**src/rtl/lsu_mmio_v2.sv**
```systemverilog
// rtl/lsu_mmio_v2.sv - load/store unit with data memory, board I/O registers and valid/ready handshake
module lsu_mmio_v2 #(
    parameter logic [31:0] DMEM_BASE  = 32'h0000_2000,
    parameter int          DMEM_DEPTH = 64,
    parameter int          LEDR_W     = 32,
    parameter int          LEDG_W     = 32,
    parameter int          SW_W       = 32,
    parameter int          BTN_W      = 4,
    parameter int          NUM_HEX    = 8
) (
    input  logic                   i_clk,
    input  logic                   i_rst,
    input  logic                   i_req_vld,
    output logic                   o_req_rdy,
    input  logic [31:0]            i_req_addr,
    input  logic                   i_req_wren,
    input  logic [1:0]             i_req_size,
    input  logic                   i_req_unsigned,
    input  logic [31:0]            i_req_wdata,
    output logic                   o_rsp_vld,
    input  logic                   i_rsp_rdy,
    output logic [31:0]            o_rsp_rdata,
    output logic                   o_rsp_err,
    output logic                   o_lcd_vld,
    input  logic [SW_W-1:0]        i_io_sw,
    input  logic [BTN_W-1:0]       i_io_btn,
    output logic [LEDR_W-1:0]      o_io_ledr,
    output logic [LEDG_W-1:0]      o_io_ledg,
    output logic [31:0]            o_io_lcd,
    output logic [NUM_HEX*7-1:0]   o_io_hex
);
    localparam int AW = $clog2(DMEM_DEPTH);
    localparam logic [15:0] A_LEDR = 16'h7000;
    localparam logic [15:0] A_LEDG = 16'h7010;
    localparam logic [15:0] A_SEGL = 16'h7020;
    localparam logic [15:0] A_SEGH = 16'h7024;
    localparam logic [15:0] A_LCD  = 16'h7030;
    localparam logic [15:0] A_SW   = 16'h7800;
    localparam logic [15:0] A_BTN  = 16'h7810;
    localparam logic [15:0] A_BTNE = 16'h7814;

    typedef enum logic {IDLE, RESP} state_t;
    state_t state, state_nxt;

    logic        accept, wr_ok, req_err, misaligned, mapped, hi_zero;
    logic        sel_dmem, sel_ledr, sel_ledg, sel_segl, sel_segh, sel_lcd, sel_sw, sel_btn, sel_btne;
    logic [13:0] pw;
    logic [3:0]  lane_mask;
    logic [31:0] bit_mask, repl, rd_periph, merged;
    logic [55:0] hex_all, hex_nxt;

    logic [LEDR_W-1:0]    ledr_q;
    logic [LEDG_W-1:0]    ledg_q;
    logic [31:0]          lcd_q;
    logic [NUM_HEX*7-1:0] hex_q;
    logic                 lcd_vld_q;
    logic [BTN_W-1:0]     btn_s1, btn_s2, btn_prev, edge_q, btn_rise, btn_clr;

    logic [31:0] mem [DMEM_DEPTH];
    logic [31:0] dmem_rd;
    logic [AW-1:0] idx;

    logic        rsp_err_q, rsp_load_q, rsp_uns_q, rsp_dmem_q;
    logic [1:0]  rsp_size_q, rsp_off_q;
    logic [31:0] rsp_periph_q, rsp_word, rsp_sh;

    assign o_rsp_vld = (state == RESP);
    assign o_req_rdy = !o_rsp_vld || i_rsp_rdy;
    assign accept    = i_req_vld && o_req_rdy;

    assign hi_zero  = (i_req_addr[31:16] == 16'h0000);
    assign pw       = i_req_addr[15:2];
    assign sel_dmem = hi_zero && (i_req_addr[31:AW+2] == DMEM_BASE[31:AW+2]);
    assign sel_ledr = hi_zero && !sel_dmem && (pw == A_LEDR[15:2]);
    assign sel_ledg = hi_zero && !sel_dmem && (pw == A_LEDG[15:2]);
    assign sel_segl = hi_zero && !sel_dmem && (pw == A_SEGL[15:2]);
    assign sel_segh = hi_zero && !sel_dmem && (pw == A_SEGH[15:2]);
    assign sel_lcd  = hi_zero && !sel_dmem && (pw == A_LCD[15:2]);
    assign sel_sw   = hi_zero && !sel_dmem && (pw == A_SW[15:2]);
    assign sel_btn  = hi_zero && !sel_dmem && (pw == A_BTN[15:2]);
    assign sel_btne = hi_zero && !sel_dmem && (pw == A_BTNE[15:2]);
    assign mapped   = sel_dmem | sel_ledr | sel_ledg | sel_segl | sel_segh | sel_lcd
                    | sel_sw | sel_btn | sel_btne;

    always_comb begin
        misaligned = 1'b0;
        lane_mask  = 4'b0000;
        repl       = i_req_wdata;
        case (i_req_size)
            2'b00: begin
                lane_mask = 4'b0001 << i_req_addr[1:0];
                repl      = {4{i_req_wdata[7:0]}};
            end
            2'b01: begin
                misaligned = i_req_addr[0];
                lane_mask  = i_req_addr[1] ? 4'b1100 : 4'b0011;
                repl       = {2{i_req_wdata[15:0]}};
            end
            2'b10: begin
                misaligned = (i_req_addr[1:0] != 2'b00);
                lane_mask  = 4'b1111;
            end
            default: misaligned = 1'b1;
        endcase
    end

    assign bit_mask = {{8{lane_mask[3]}}, {8{lane_mask[2]}}, {8{lane_mask[1]}}, {8{lane_mask[0]}}};
    assign req_err  = misaligned || !mapped || (i_req_wren && (sel_sw || sel_btn));
    assign wr_ok    = accept && i_req_wren && !req_err;
    assign idx      = i_req_addr[AW+1:2];

    // Peripheral read word, zero-padded; also the merge base for stores
    always_comb begin
        hex_all = '0;
        hex_all[NUM_HEX*7-1:0] = hex_q;
        rd_periph = '0;
        if (sel_ledr) rd_periph[LEDR_W-1:0] = ledr_q;
        if (sel_ledg) rd_periph[LEDG_W-1:0] = ledg_q;
        if (sel_lcd)  rd_periph = lcd_q;
        if (sel_sw)   rd_periph[SW_W-1:0] = i_io_sw;
        if (sel_btn)  rd_periph[BTN_W-1:0] = btn_s2;
        if (sel_btne) rd_periph[BTN_W-1:0] = edge_q;
        for (int k = 0; k < 4; k++) begin
            if (sel_segl) rd_periph[8*k +: 7] = hex_all[7*k +: 7];
            if (sel_segh) rd_periph[8*k +: 7] = hex_all[7*(k+4) +: 7];
        end
    end

    assign merged = (rd_periph & ~bit_mask) | (repl & bit_mask);

    always_comb begin
        hex_nxt = hex_all;
        for (int k = 0; k < 4; k++) begin
            if (sel_segl) hex_nxt[7*k +: 7]     = merged[8*k +: 7];
            if (sel_segh) hex_nxt[7*(k+4) +: 7] = merged[8*k +: 7];
        end
    end

    assign btn_rise = btn_s2 & ~btn_prev;
    assign btn_clr  = (wr_ok && sel_btne) ? (repl[BTN_W-1:0] & bit_mask[BTN_W-1:0]) : '0;

    always_ff @(posedge i_clk or posedge i_rst) begin
        if (i_rst) begin
            ledr_q    <= '0;
            ledg_q    <= '0;
            lcd_q     <= '0;
            hex_q     <= '0;
            lcd_vld_q <= 1'b0;
            btn_s1    <= '0;
            btn_s2    <= '0;
            btn_prev  <= '0;
            edge_q    <= '0;
        end else begin
            lcd_vld_q <= wr_ok && sel_lcd;
            if (wr_ok && sel_ledr) ledr_q <= merged[LEDR_W-1:0];
            if (wr_ok && sel_ledg) ledg_q <= merged[LEDG_W-1:0];
            if (wr_ok && sel_lcd)  lcd_q  <= merged;
            if (wr_ok && (sel_segl || sel_segh)) hex_q <= hex_nxt[NUM_HEX*7-1:0];
            btn_s1   <= i_io_btn;
            btn_s2   <= btn_s1;
            btn_prev <= btn_s2;
            // set has priority over a same-cycle clear
            edge_q   <= (edge_q & ~btn_clr) | btn_rise;
        end
    end

    // Data memory: no reset so it maps onto block RAM with byte enables
    always_ff @(posedge i_clk) begin
        if (accept) begin
            if (wr_ok && sel_dmem) begin
                for (int k = 0; k < 4; k++) begin
                    if (lane_mask[k]) mem[idx][8*k +: 8] <= repl[8*k +: 8];
                end
            end
            dmem_rd <= mem[idx];
        end
    end

    always_ff @(posedge i_clk or posedge i_rst) begin
        if (i_rst) begin
            rsp_err_q    <= 1'b0;
            rsp_load_q   <= 1'b0;
            rsp_uns_q    <= 1'b0;
            rsp_dmem_q   <= 1'b0;
            rsp_size_q   <= 2'b00;
            rsp_off_q    <= 2'b00;
            rsp_periph_q <= '0;
        end else if (accept) begin
            rsp_err_q    <= req_err;
            rsp_load_q   <= !i_req_wren;
            rsp_uns_q    <= i_req_unsigned;
            rsp_dmem_q   <= sel_dmem;
            rsp_size_q   <= i_req_size;
            rsp_off_q    <= i_req_addr[1:0];
            rsp_periph_q <= rd_periph;
        end
    end

    assign rsp_word = rsp_dmem_q ? dmem_rd : rsp_periph_q;
    assign rsp_sh   = rsp_word >> {rsp_off_q, 3'b000};

    always_comb begin
        o_rsp_rdata = '0;
        if (o_rsp_vld && rsp_load_q && !rsp_err_q) begin
            case (rsp_size_q)
                2'b00:   o_rsp_rdata = rsp_uns_q ? {24'h0, rsp_sh[7:0]}
                                                 : {{24{rsp_sh[7]}}, rsp_sh[7:0]};
                2'b01:   o_rsp_rdata = rsp_uns_q ? {16'h0, rsp_sh[15:0]}
                                                 : {{16{rsp_sh[15]}}, rsp_sh[15:0]};
                default: o_rsp_rdata = rsp_sh;
            endcase
        end
    end
    assign o_rsp_err = o_rsp_vld && rsp_err_q;

    always_ff @(posedge i_clk or posedge i_rst) begin
        if (i_rst) state <= IDLE;
        else       state <= state_nxt;
    end

    always_comb begin
        state_nxt = state;
        case (state)
            IDLE:    if (accept) state_nxt = RESP;
            RESP:    if (!accept && i_rsp_rdy) state_nxt = IDLE;
            default: state_nxt = IDLE;
        endcase
    end

    assign o_lcd_vld = lcd_vld_q;
    assign o_io_ledr = ledr_q;
    assign o_io_ledg = ledg_q;
    assign o_io_lcd  = lcd_q;
    assign o_io_hex  = hex_q;
endmodule

```
**config.mk**
```make
export PLATFORM = sky130hd
export DESIGN_NAME = lsu_mmio_v2
export DESIGN_NICKNAME = d
export VERILOG_FILES = /design/src/rtl/lsu_mmio_v2.sv
export SDC_FILE = /design/constraint.sdc
export NUM_CORES = 2
export LEC_CHECK = 0
export CAP_MARGIN = 15
export CORE_AREA = 2 2 416 376
export DETAILED_ROUTE_END_ITERATION = 6
export DIE_AREA = 0 0 418 378
export DONT_BUFFER_PORTS = 1
export PLACE_DENSITY = 0.75
export SYNTH_ARGS = -nofsm -noshare
export SYNTH_HDL_FRONTEND = slang
export SYNTH_SLANG_ARGS = --single-unit
```
**constraint.sdc**
```tcl
create_clock -name i_clk -period 8.4 [get_ports i_clk]
set_input_delay 0.42 -clock i_clk [delete_from_list [all_inputs] [get_ports i_clk]]
set_output_delay 0.42 -clock i_clk [all_outputs]
set_load 0.05 [all_outputs]
```
==> results.sh <==
export IMPL_layout_cells_non_filler=7202
export IMPL_clkTransAtPathRegs_ns=0.07
export IMPL_crit_fanout=18
export IMPL_routed_wl_met2_um=119000
export IMPL_die_x_um=418
export IMPL_grt_ovfl_total=0
export IMPL_placed_cell_area_um2=93400
export IMPL_routed_via_density=7.17
export IMPL_cp_start_kind="flop"
export IMPL_routed_via_count=51700
export IMPL_core_um2=154000
export IMPL_avgSynthCellArea_um2=18.6
export IMPL_cts_path_max_buffers=3
export IMPL_antenna_left=0
export IMPL_crit_slowest_cell="o21ai_1"
export IMPL_drc=6
export IMPL_wl_per_cell_um=37.8
export IMPL_post_route_min_period_ns=4.56
export IMPL_cts_buffers=213
export IMPL_grt_pass1_wl_um=380000
export IMPL_cts_repair_resized=0
export IMPL_ys_seq_area_share_pct=73.8
export IMPL_root_buffer="clkbuf_16"
export IMPL_area_growth_pct=10.3
export IMPL_synth_distinct_cells=70
export IMPL_port_buffers=0
export IMPL_dieArea_um2=158000
export IMPL_clk_latency_ns=0.87
export IMPL_slew_viol_final=41
export IMPL_topRoutingLayerUsed="met5"
export IMPL_fin_area_um2=101000
export IMPL_routed_wirelength_um=272000
export IMPL_wl_met1_um=94200
export IMPL_cts_sinks=2290
export IMPL_syn_num_nets=5038
export IMPL_dp_cells=6706
export IMPL_p_int_w=0.0183
export IMPL_routabilityCongestion=0.974
export IMPL_cts_tree="done"
export IMPL_rsz0062_at_grt="no"
export IMPL_worstPathCellList="nand3b_1 -> nor3b_1 -> nand2b_1 -> o21ai_1"
export IMPL_fin_tns_setup_ns=0
export IMPL_status="finished, violations left"
export IMPL_ys_flop_type="edfxtp_1"
export IMPL_p_per_area_nw_per_um2=230
export IMPL_max_cap_violations=0
export IMPL_cpLargestDelayFamily="simple AND/OR/NAND/NOR gates"
export IMPL_p_sw_w=0.00501
export IMPL_p_total_w=0.0233
export IMPL_hp_class="input port to flop"
export IMPL_antenna_found_initial=35
export IMPL_max_vdd_ir_drop_mv=0.199
export IMPL_final_cell_mix="2080 x edfxtp_1, 505 x mux4_2, 356 x nor2_1"
export IMPL_initial_core_util_pct=59.5
export IMPL_track_usage_pct=34.6
export IMPL_grt_max_degree=587
export IMPL_max_stage_delay_ns=0.87
export IMPL_finalHoldViolCount=0
export IMPL_hpwl_um=166000
export IMPL_synth_edf_count=2080
export IMPL_cp_data_required_time_ns=7.98
export IMPL_worst_pin_slew_ns=1.56
export IMPL_final_nets=5078
export IMPL_final_common_cell="edfxtp_1"
export IMPL_clkPwrFrac_pct=41.1
export IMPL_grt_pass1_vias=49100
export IMPL_ys_ff_latch=2290
export IMPL_synth_warnings=0
export IMPL_synthArstFlopShare_pct=9.17
export IMPL_ioPinCount=296
export IMPL_first_iter_violations=9874
export IMPL_dp_slack_ns=4.34
export IMPL_slew_headroom_pct=-3.79
export IMPL_std_cell_rows=137
export IMPL_fillers=9847
export IMPL_violations="DRC, slew limit"
export IMPL_layout_setup_ws_ns=3.84
export IMPL_critPathKind="flop to primary output"
export IMPL_critPathBufInv=0
export IMPL_setup_viol=0
export IMPL_seq_power_share_pct=54.0
export IMPL_cts_setup_buffers=0
export IMPL_timing_final_crit_share_pct=54.3
export IMPL_cp_arrival_ns=4.14
export IMPL_cts_htree_levels=4
export IMPL_syn_inst=4930
export IMPL_syn_area_um2=91800
export IMPL_met3WireLength_um=42000
export IMPL_worstSetupEndpointType="primary output"
export IMPL_drt_pass1_iter_count=7
export IMPL_fp_dieH_um=378
export IMPL_p_leak_nw=32.4
export IMPL_combPwrFrac_pct=4.9
export IMPL_finClkSkew_ns=0.0423
export IMPL_p_sw_share_pct=21.5
export IMPL_drive_above_1_share_pct=18.5
export IMPL_fmax_mhz=219
==> layout make-up <==
type                       instances  area (um^2)  area share [%]
sequential                      2290        67700            66.9
multi-input combinational       2318        22600            22.3
timing repair buffer             122         1260            1.24
clock buffer                     262         5630            5.57
tap                             2015         2520            2.49
clock inverter                   133         1240            1.23
inverter                          25          104           0.103
antenna                           37         92.6          0.0915
==> Yosys cell counts (all sizes together) (7+ instances only) <==
master	number	area, um^2
mux4	505	11400
o22ai	62	388
nand3	20	100
nor2b	23	144
edfxtp	2080	62500
a211o	14	123
mux2i	269	2690
a221oi	40	350
clkbuf	102	383
nand2	302	1160
nand2b	14	87.6
nor4	12	214
nor2	363	1390
dfrtp	210	5260
o21ai	238	1190
a21oi	112	561
inv	24	90.1
a22o	7	61.3
mux2	19	214
a22oi	138	1040
o211ai	23	173
and3	12	75.1
or4	10	78.8
buf	195	1110
a211oi	21	158
nand4	17	136
o31ai	18	135
nor3	27	173
==> stage by stage <==
step                      hold WS (ns)  util [%]
after global placement           0.346      60.6
after global routing            0.0460      65.6
after floorplan                  0.331         -
after CTS                      0.00102      65.6
final                           0.0529      65.7
after detailed placement         0.348      60.6
==> worst paths after layout <==
check	from	to	slack, ns	depth (start not counted)
max reg2reg	o_rsp_vld	mem[37][6]	4.54	7
min in group asynchronous	i_rst	o_io_lcd[22]	0.29	2
max in group asynchronous	i_rst	rsp_dmem_q	6.37	3
min	i_io_sw[30]	o_io_lcd[30]	0.05	4
min reg2reg	btn_s1[0]	btn_s2[0]	0.34	0
max	o_rsp_vld	o_rsp_rdata[24]	3.84	4
==> routing by layer <==
layer | GRT usage, % | vias to the layer above
li1 | - | 20100
met1 | 46.8 | 26300
met2 | 49.1 | 4367
met3 | 12.9 | 814
met4 | 18.8 | 42
met5 | 1.14 | -
==> flip-flops by register name (all words and copies together) (netlist names), 2 cells and up <==
register / flops
btn_prev: 4
btn_s1: 4
btn_s2: 4
dmem_rd: 32
edge_q: 4
mem: 2048
o_io_hex: 56
o_io_lcd: 32
o_io_ledg: 32
o_io_ledr: 32
rsp_off_q: 2
rsp_periph_q: 32
rsp_size_q: 2
==> worst min-delay path, stage by stage <==
cell	delay [ns]
nand2_1	0.03
o21ai_1	0.15
a21oi_1	0.14
o21ai_1	0.13
==> power by group through the flow <==
stage          Combinational, W  Sequential, W  Clock (W)
6_report                0.00114         0.0126    0.00957
5_1_grt                 0.00116         0.0126     0.0100
4_1_cts                 0.00108         0.0126    0.00960
3_5_place_dp           0.000988         0.0128          0
3_3_place_gp           0.000967         0.0128          0
2_1_floorplan          0.000724         0.0128          0
==> cell families after synthesis <==
kind of cell	Yosys count	share of synthesized area, %
compound gates	702	4.82
buf+inv	322	1.73
flops	2290	73.8
simple gates	823	4.08
mux	793	15.6
==> repair_timing <==
action                     CTS  global route
hold endpoints to repair   836             0
setup endpoints to repair    0             0
hold buffers                61             0
(Power assumes the default switching activity.)
